<file path="config.mk">
export PLATFORM = sky130hd
export DESIGN_NAME = register_scoreboard
export DESIGN_NICKNAME = d
export VERILOG_FILES = /design/src/rtl/register_scoreboard_pkg.sv /design/src/rtl/register_scoreboard_status_decode.sv /design/src/rtl/register_scoreboard.sv
export SDC_FILE = /design/constraint.sdc
export NUM_CORES = 1
export LEC_CHECK = 0
export ABC_AREA = 1
export BUFFER_PORTS_ARGS = -buffer_cell sky130_fd_sc_hd__buf_2
export CORE_UTILIZATION = 44
export CTS_CLUSTER_DIAMETER = 200
export DETAILED_ROUTE_END_ITERATION = 10
export HOLD_SLACK_MARGIN = 0.05
export PLACE_DENSITY = 0.72
export SETUP_SLACK_MARGIN = 0.02
export SLEW_MARGIN = 20
export SYNTH_ARGS = -nofsm -noshare
export SYNTH_HDL_FRONTEND = slang
export SYNTH_SLANG_ARGS = --single-unit
</file>
<file path="constraint.sdc">
create_clock -name clk -period 1.4 [get_ports clk]
set_input_delay 0.35 -clock clk [delete_from_list [all_inputs] [get_ports clk]]
set_output_delay 0.35 -clock clk [all_outputs]
set_load 0.01 [all_outputs]
</file>
<file path="src/rtl/register_scoreboard_pkg.sv">
// Shared types for the ID-stage scoreboard and the forwarding selector:
// register index, per-register status code and in-flight writer slot.
package register_scoreboard_pkg;

    localparam int unsigned NREG = 8;
    localparam int unsigned RW   = 3;

    typedef logic [RW-1:0] reg_idx_t;

    typedef enum logic [2:0] {
        RS_VALID    = 3'd0,
        RS_EX       = 3'd1,
        RS_FWD_MEM  = 3'd2,
        RS_FWD_WB   = 3'd3,
        RS_LOAD_MEM = 3'd4
    } reg_status_e;

    typedef struct packed {
        logic     v;
        reg_idx_t rd;
        logic     ld;
    } sb_slot_t;

    // Codes whose value cannot be forwarded yet; a consumer must wait.
    function automatic logic is_stall_code(input reg_status_e code);
        return (code == RS_EX) || (code == RS_LOAD_MEM);
    endfunction

endpackage

</file>
<file path="src/rtl/register_scoreboard_status_decode.sv">
// Status of one register index, taken from the youngest matching in-flight
// writer (ex > mem > wb).
module sb_status_decode
    import register_scoreboard_pkg::*;
(
    input  sb_slot_t    ex_slot,
    input  sb_slot_t    mem_slot,
    input  sb_slot_t    wb_slot,
    input  reg_idx_t    idx,
    output reg_status_e status
);

    always_comb begin
        status = RS_VALID;
        if (ex_slot.v && (ex_slot.rd == idx)) begin
            status = RS_EX;
        end else if (mem_slot.v && (mem_slot.rd == idx)) begin
            status = mem_slot.ld ? RS_LOAD_MEM : RS_FWD_MEM;
        end else if (wb_slot.v && (wb_slot.rd == idx)) begin
            status = RS_FWD_WB;
        end
    end

endmodule

</file>
<file path="src/rtl/register_scoreboard.sv">
// Tracks destination registers of writers in EX/MEM/WB, publishes a status
// code per register for the forwarding selector and raises the ID hazard stall.
module register_scoreboard
    import register_scoreboard_pkg::*;
#(
    parameter int unsigned NREG = 8,
    parameter int unsigned RW   = 3
) (
    input  logic                 clk,
    input  logic                 rst_n,
    input  logic                 id_valid,
    input  logic                 id_wr,
    input  logic [RW-1:0]        id_rd,
    input  logic                 id_load,
    input  logic                 use_ra,
    input  logic                 use_rb,
    input  logic [RW-1:0]        ra,
    input  logic [RW-1:0]        rb,
    input  logic                 hold,
    input  logic                 flush,
    output logic [NREG-1:0][2:0] register_invalid,
    output logic                 hazard_stall
);

    sb_slot_t    ex_q,  ex_d;
    sb_slot_t    mem_q, mem_d;
    sb_slot_t    wb_q,  wb_d;
    reg_status_e code_ra, code_rb;
    logic        issue_wr;

    for (genvar r = 0; r < NREG; r++) begin : g_reg_status
        reg_status_e code_r;
        sb_status_decode u_decode (
            .ex_slot  (ex_q),
            .mem_slot (mem_q),
            .wb_slot  (wb_q),
            .idx      (reg_idx_t'(r)),
            .status   (code_r)
        );
        assign register_invalid[r] = code_r;
    end

    sb_status_decode u_decode_ra (
        .ex_slot  (ex_q),
        .mem_slot (mem_q),
        .wb_slot  (wb_q),
        .idx      (ra),
        .status   (code_ra)
    );

    sb_status_decode u_decode_rb (
        .ex_slot  (ex_q),
        .mem_slot (mem_q),
        .wb_slot  (wb_q),
        .idx      (rb),
        .status   (code_rb)
    );

    // A flushed ID instruction dies anyway, so it never stalls.
    always_comb begin
        hazard_stall = id_valid && !flush &&
                       ((use_ra && is_stall_code(code_ra)) ||
                        (use_rb && is_stall_code(code_rb)));
        issue_wr     = id_valid && id_wr && !hazard_stall && !flush;
    end

    always_comb begin
        ex_d  = ex_q;
        mem_d = mem_q;
        wb_d  = wb_q;
        if (!hold) begin
            wb_d     = mem_q;
            mem_d    = ex_q;
            mem_d.v  = ex_q.v && !flush;
            ex_d.v   = issue_wr;
            ex_d.rd  = id_rd;
            ex_d.ld  = id_load;
        end
    end

    always_ff @(posedge clk or negedge rst_n) begin
        if (!rst_n) begin
            ex_q  <= '0;
            mem_q <= '0;
            wb_q  <= '0;
        end else begin
            ex_q  <= ex_d;
            mem_q <= mem_d;
            wb_q  <= wb_d;
        end
    end

endmodule

</file>
==> metrics.yaml, run 1 <==
timing:
  clock.fmax_mhz: 540
  worst_pin_slew_ns: 0.326
  slew_headroom: 0.783
  skew_ns: 0.000305
  final_max_slew_viol_count: 0
  fin_crit_ns: 1.85
  finalSetupViolCount: 26
  fin_ws_ns: -0.452
  rsz0062_at_grt: "true"
  finalHoldViolCount: 0
  period_share: 1.32
routing:
  wire_per_inst_um: 12.2
  drt-total-wl_mm: 3.66
  vias: 1532
  via_per_inst: 5.11
  drtIter0Drc: 29
  firstDrtPassIters: 4
  ant_nets: 0
  drcViolationCount: 0
floorplan:
  die_area_um2: 2860
  die_x_um: 53.5
  fp-row-count: 18
  ioPinCount: 43
  core_um2: 2500
  initial_core_util: 0.466
  die_height_um: 53.5
worst_hold_path:
  min_path_type: "input port to flop"
  worstHoldStart: "id_load"
synth:
  syn_area_um2: 1160
  synthesis.nets: 225
  yosys.area_share.simple: 0.436
  synthCells: 207
  synth_top_area_frac: 0.301
  yosysTopAreaCell: "dfrtp_1"
  synth_compound_area_frac: 0.141
  ys_seq_area_frac: 0.301
  synth_mux_area_frac: 0
  synthAdderAreaFrac: 0
  ys_seq_elements: 14
  avgSynthCellArea_um2: 5.63
  synth_area_leaders: "dfrtp_1 30%, nand2_1 22%, nor2_1 11%"
  yosys_warnings: 0
  synth_cell_types: 15
  synth_top_family_by_area: "simple AND/OR/NAND/NOR gates"
  synth_xor_area_frac: 0
critical_path:
  critical_path_required_ns: 1.05
  endpoint_kind: "primary output"
  startpoint_type: "flop"
  path_max_fanout: 8
  critPathKind: "flop to primary output"
  r2r_start: "mem_q[2]"
  arrival_ns: 1.50
  crit_path_start: "mem_q[2]"
grt:
  antenna_found_initial: 0
  grt.total_usage: 0.283
  grt_max_degree: 18
  grt_pass1_wl_mm: 5.84
  grt_pass1_vias: 1365
  gr-total-overflow: 0
cells_and_area:
  final_common_cell: "nand2_1"
  stdcell_area_um2: 1820
  syn_to_final_growth_pct: 56.2
  layout_common_cells: "55 x nand2_1, 42 x buf_2, 21 x o21ai_0, 20 x nor2_1"
  fill_cells: 222
  drive_above_1_share: 0.481
  final_cells: 300
  n_antenna_cell: 0
  final_util: 0.728
  finalNetCount: 289
outcome:
  outcome: "complete, but fails checks"
  violations: "setup timing"
clock_tree:
  htree_levels: 1
  path_clk_slew_ns: 0.09
  root_buffer: "clkbuf_4"
  cts_buffer_depth: 2
  cts_buffers: 3
  cts_tree: "yes"
  clock_latency_ns: 0.28
  clock_sinks: 14
placed_design:
  place_inst: 289
  dp_hpwl_mm: 2.55
  place.gp.congestion: 0.858
  place_area_um2: 1550
  portBuffers: 42
power:
  p_per_area_nw_per_um2: 672
  peakVddDrop_v: 0.000545
  total_power_mw: 1.22
  p_leak_nw: 0.929
flow_run:
  drv_cap: 0
## state kept, by name (all words and copies together) (netlist names)
signal and flops:
mem_q 5, wb_q 4, ex_q 5
## what timing repair did
action,4_1_cts,5_1_grt
buffers inserted,4,3
pin swaps,13,4
gates resized for setup,43,17
hold buffers,1,0
endpoints found under the hold margin,14,0
setup endpoints to repair,26,26
## layer usage
metal  wire, µm  GRT usage
met4         31     0.0702
met5          0          0
met1       1530      0.333
met2       1910      0.529
met3        185     0.0374
## cell usage after synthesis
| master | count |
|---|---|
| buf_4 | 2 |
| clkbuf_1 | 1 |
| nand2_1 | 67 |
| a21oi_2 | 1 |
| nor3_1 | 8 |
| nand4_1 | 1 |
| buf_2 | 3 |
| inv_2 | 2 |
| dfrtp_1 | 14 |
| nor2_2 | 1 |
| o21ai_0 | 23 |
| a21oi_1 | 8 |
| inv_1 | 27 |
| nor2_1 | 33 |
| nand3_1 | 16 |
## worst paths after layout
check / endpoint / depth (start not counted) / slack [ns]
max: hazard_stall / 8 / -0.45
min: ex_q[0] / 3 / 0.27
max reg2reg: ex_q[4] / 10 / -0.02
min reg2reg: wb_q[4] / 2 / 0.51
max in group asynchronous: mem_q[2] / 2 / 0.64
min in group asynchronous: ex_q[0] / 2 / 0.50
## logic make-up (layout without fill, tap and decap cells)
group                  after synthesis  count (layout)
AND/OR/NAND/NOR                    126             126
buffers and inverters               35              98
AO/OA/AOI/OAI                       32              32
flip-flops                          14              14
## worst max-delay path, stage by stage, from the launching register on
cell	delay, ns
dfrtp_2	0.48
nand2_1	0.10
nand2_1	0.06
nor2_1	0.13
nand2_1	0.07
nand2_1	0.07
nand2_2	0.06
a21oi_2	0.12
buf_2	0.13
## metrics by stage
stage               hold slack [ns]  TNS, ns  setup slack (ns)
floorplan                    0.0544  -0.0176           -0.0145
global placement              0.265    -3.29            -0.236
detailed placement            0.270    -3.59            -0.254
CTS                           0.269    -8.85            -0.419
global route                  0.277   -11.92            -0.554
finish                        0.270    -9.59            -0.452
## where the power goes
part           total [mW]  internal [mW]  switching [mW]
Clock               0.297          0.158           0.138
Combinational       0.418          0.172           0.246
Sequential          0.507          0.446          0.0615
Total                1.22          0.776           0.446
## cell type report
type | count | area, µm² | area share
inverter | 29 | 111 | 0.0612
multi-input combinational | 158 | 863 | 0.475
timing repair buffer | 65 | 414 | 0.228
clock buffer | 4 | 36.3 | 0.0199
sequential | 14 | 357 | 0.196
tap | 30 | 37.5 | 0.0206
No activity file was read; power rests on OpenSTA's default activity.
==> run 2, diff against run 1 <==
- BUFFER_PORTS_ARGS: -buffer_cell sky130_fd_sc_hd__buf_2 -> not set
- CORE_UTILIZATION: 44 -> 56
- DONT_BUFFER_PORTS: not set -> 1
- PLACE_DENSITY: 0.72 -> 0.71
==> metrics.yaml, run 2 <==
synth:
  synth_area_leaders: "dfrtp_1 30%, nand2_1 22%, nor2_1 11%"
  synth_edf_count: 0
  synthesis.nets: 225
  ys_seq_area_frac: 0.301
  yosys.cell_count.top_type: "nand2_1"
  ys_seq_elements: 14
  synthFlopType: "dfrtp_1"
  synth_cell_types: 15
  synth-async-reset-ratio: 1.00
  synth_top_area_frac: 0.301
  synthCells: 207
  yosysTopAreaCell: "dfrtp_1"
  avgSynthCellArea_um2: 5.63
  synthTopCellsByCount: "67 x nand2_1, 33 x nor2_1, 27 x inv_1"
  syn_area_um2: 1160
  yosys_warnings: 0
floorplan:
  die_height_um: 47.6
  die_x_um: 47.6
  ioPinCount: 43
  fp-row-count: 16
  initial_core_util: 0.594
outcome:
  error_message: "[ERROR GRT-0232] Routing congestion too high. Check the congestion heatmap in the GUI."
  flow.stopped_at: "5_1_grt"
  outcome: "stopped before the end"
timing:
  worstEpCategory: "top-level output"
  worst_endpoint: "register_invalid[20]"
placed_design:
  place.gp.congestion: 0.831
  dp_hpwl_mm: 2.51
  dp_slack_ns: -0.196
  portBuffers: 0
clock_tree:
  htree_levels: 1
  cts_buffers: 3
  root_buffer: "clkbuf_4"
  clock_sinks: 14
  cts_buffer_depth: 2
grt:
  grt_max_degree: 19
  gr-total-overflow: 18
  grt.total_usage: 0.711
run 2: cell counts after synthesis:
No cell type changed its count.
run 2: logic make-up after synthesis:
family / share of synthesized area
compound gates: 0.141
buf+inv: 0.122
flops: 0.301
simple gates: 0.436
run 2: routing by layer:
| layer | overflow | track usage |
|---|---|---|
| met5 | 0 | 0.0500 |
| met4 | 9 | 0.767 |
| met3 | 1 | 0.506 |
| met2 | 8 | 0.901 |
| met1 | 0 | 0.714 |
run 2: timing repair:
item,4_1_cts
resized for setup,78
setup endpoints to repair,25
hold buffers,1
buffers inserted,6
pin swaps,14
hold endpoints to repair,14
run 2: metrics by stage:
stage                     instance area [µm²]  hold slack (ns)  setup TNS (ns)  cells   util
after floorplan                          1200           0.0544         -0.0176    207      -
after global placement                   1320           0.0547           -1.71    244  0.675
after detailed placement                 1320           0.0548           -2.51    244  0.675
after CTS                                1660            0.156           -7.59    255  0.848
==> run 3, diff against run 2 <==
- CORE_AREA: not set -> 2 2 63 65
- CORE_UTILIZATION: 56 -> not set
- CTS_CLUSTER_DIAMETER: 200 -> not set
- DIE_AREA: not set -> 0 0 65 67
- HOLD_SLACK_MARGIN: 0.05 -> not set
- PLACE_DENSITY: 0.71 -> not set
- PLACE_DENSITY_LB_ADDON: not set -> 0.15
- SETUP_SLACK_MARGIN: 0.02 -> not set
- clock period: 1.4 -> 1.8 ns (I/O delays scaled with it)
==> metrics.yaml, run 3 (same netlist as run 1, synthesis figures left out) <==
outcome:
  outcome: "complete, but fails checks"
  violations: "setup timing"
routing:
  dr_wl_met2_mm: 1.73
  maxUsedRoutingLayer: "met4"
  wire_per_inst_um: 13.0
  ant_nets: 0
  firstDrtPassIters: 4
  route.met3.wl_um: 173
  vias: 1277
  drt-total-wl_mm: 3.46
  drtIter0Drc: 27
  drcViolationCount: 0
  via_per_inst: 4.78
  wl_met1_mm: 1.54
timing:
  skew_ns: 0.00567
  slew_headroom: 0.587
  fin_crit_ns: 1.86
  worst_pin_slew_ns: 0.617
  fin_ws_ns: -0.0639
  finalSetupViolCount: 7
  final_max_slew_viol_count: 0
  period_share: 1.04
  finalHoldViolCount: 0
  clock.fmax_mhz: 537
  rsz0062_at_grt: "true"
floorplan:
  ioPinCount: 43
  core_um2: 3610
  initial_core_util: 0.323
  die_area_um2: 4360
  die_height_um: 67
  fp-row-count: 22
  die_x_um: 65
clock_tree:
  clock_sinks: 14
  clock_latency_ns: 0.24
  cts_buffers: 3
  htree_levels: 1
  cts_tree: "yes"
  path_clk_slew_ns: 0.06
  root_buffer: "clkbuf_8"
  cts_buffer_depth: 2
critical_path:
  r2r_cells: 9
  crit_path_start: "mem_q[1]"
  endpoint_kind: "primary output"
  critPathKind: "flop to primary output"
  r2r_start: "mem_q[1]"
  rrSetupSlack_ns: 0.56
  startpoint_type: "flop"
  path_max_fanout: 6
  arrival_ns: 1.41
  r2r-end: "ex_q[4]"
  critical_path_required_ns: 1.35
flow_run:
  drv_cap: 0
cells_and_area:
  syn_to_final_growth_pct: 33.3
  n_antenna_cell: 0
  largestRegisters: "ex_q: 5 flops, mem_q: 5 flops, wb_q: 4 flops"
  drive_above_1_share: 0.342
  stdcell_area_um2: 1550
  final_util: 0.431
  finalNetCount: 238
  layout_common_cells: "54 x nand2_1, 23 x nor2_1, 21 x inv_1, 16 x nand3_1, 15 x o21ai_0"
  final_common_cell: "nand2_1"
power:
  power_frac_clock: 0.316
  p_comb_frac: 0.270
  p_per_area_nw_per_um2: 612
  net-switching-power_uw: 314
  seq_power_share: 0.414
  internal_power_uw: 637
  switching_share: 0.330
  peakVddDrop_v: 0.000657
  p_leak_nw: 0.679
placed_design:
  dp_hpwl_mm: 2.74
  place.gp.congestion: 0.821
  place_area_um2: 1260
  portBuffers: 0
worst_hold_path:
  min_path_type: "input port to flop"
  worst_hold_path.endpoint: "mem_q[0]"
  worstHoldStart: "hold"
  min_path_cells: 1
grt:
  antenna_found_initial: 0
  grt.total_usage: 0.172
  grt_pass1_wl_mm: 5.80
  grt_max_degree: 19
  grt_pass1_vias: 1285
  gr-total-overflow: 0
## run 3: per-layer routing
layer  GRT usage  vias to the layer above
met3      0.0304                        2
met5           0                        -
li1            -                      670
met2       0.325                       35
met4      0.0319                        0
met1       0.202                      570
## run 3: cell type report
| class | instances | area, µm² |
|---|---|---|
| flip-flops and latches | 14 | 358 |
| clock buffers | 4 | 55.1 |
| inverters | 29 | 109 |
| repair buffers | 14 | 131 |
| multi-input cells | 158 | 840 |
| well taps | 48 | 60.1 |
| fillers | 408 | 2050 |
## run 3: metrics by stage
step	power [mW]	setup slack [ns]	cells	setup TNS, ns	hold slack (ns)
finish	0.950	-0.0639	267	-0.198	0.306
global route	1.02	-0.153	267	-1.19	0.320
CTS	0.927	-0.0788	265	-0.274	0.302
detailed placement	0.577	0.0506	256	0	0.155
global placement	0.577	0.0737	256	0	0.155
floorplan	0.526	0.229	207	0	0.154
## run 3: worst max-delay path, stage by stage (launching register included)
cell and delay [ns]:
dfrtp_2 0.45, buf_6 0.14, buf_4 0.12, nand3_1 0.12, nand3_1 0.12, a21oi_2 0.21
## run 3: worst max-delay path by stage
stage / end / slack [ns] / cells past startpoint
after floorplan: register_invalid[14] / 0.23 / 6
after global placement: register_invalid[5] / 0.07 / 5
after detailed placement: register_invalid[5] / 0.05 / 5
after CTS: register_invalid[5] / -0.08 / 5
after global routing: hazard_stall / -0.15 / 8
final: register_invalid[10] / -0.06 / 5
## run 3: power by group through the flow
stage | Clock (mW) | Combinational, mW | Sequential [mW]
3_5_place_dp | 0 | 0.181 | 0.396
2_1_floorplan | 0 | 0.153 | 0.373
4_1_cts | 0.309 | 0.225 | 0.393
6_report | 0.300 | 0.256 | 0.394
3_3_place_gp | 0 | 0.183 | 0.394
5_1_grt | 0.323 | 0.293 | 0.400
## run 3: repair_timing
item | CTS | global route
pin swaps | 3 | 12
gates resized for setup | 39 | 33
cloned | 0 | 0
hold buffers | 1 | 0
hold endpoints to repair | 14 | 0
endpoints found under the setup margin | 25 | 24
buffers inserted | 4 | 2
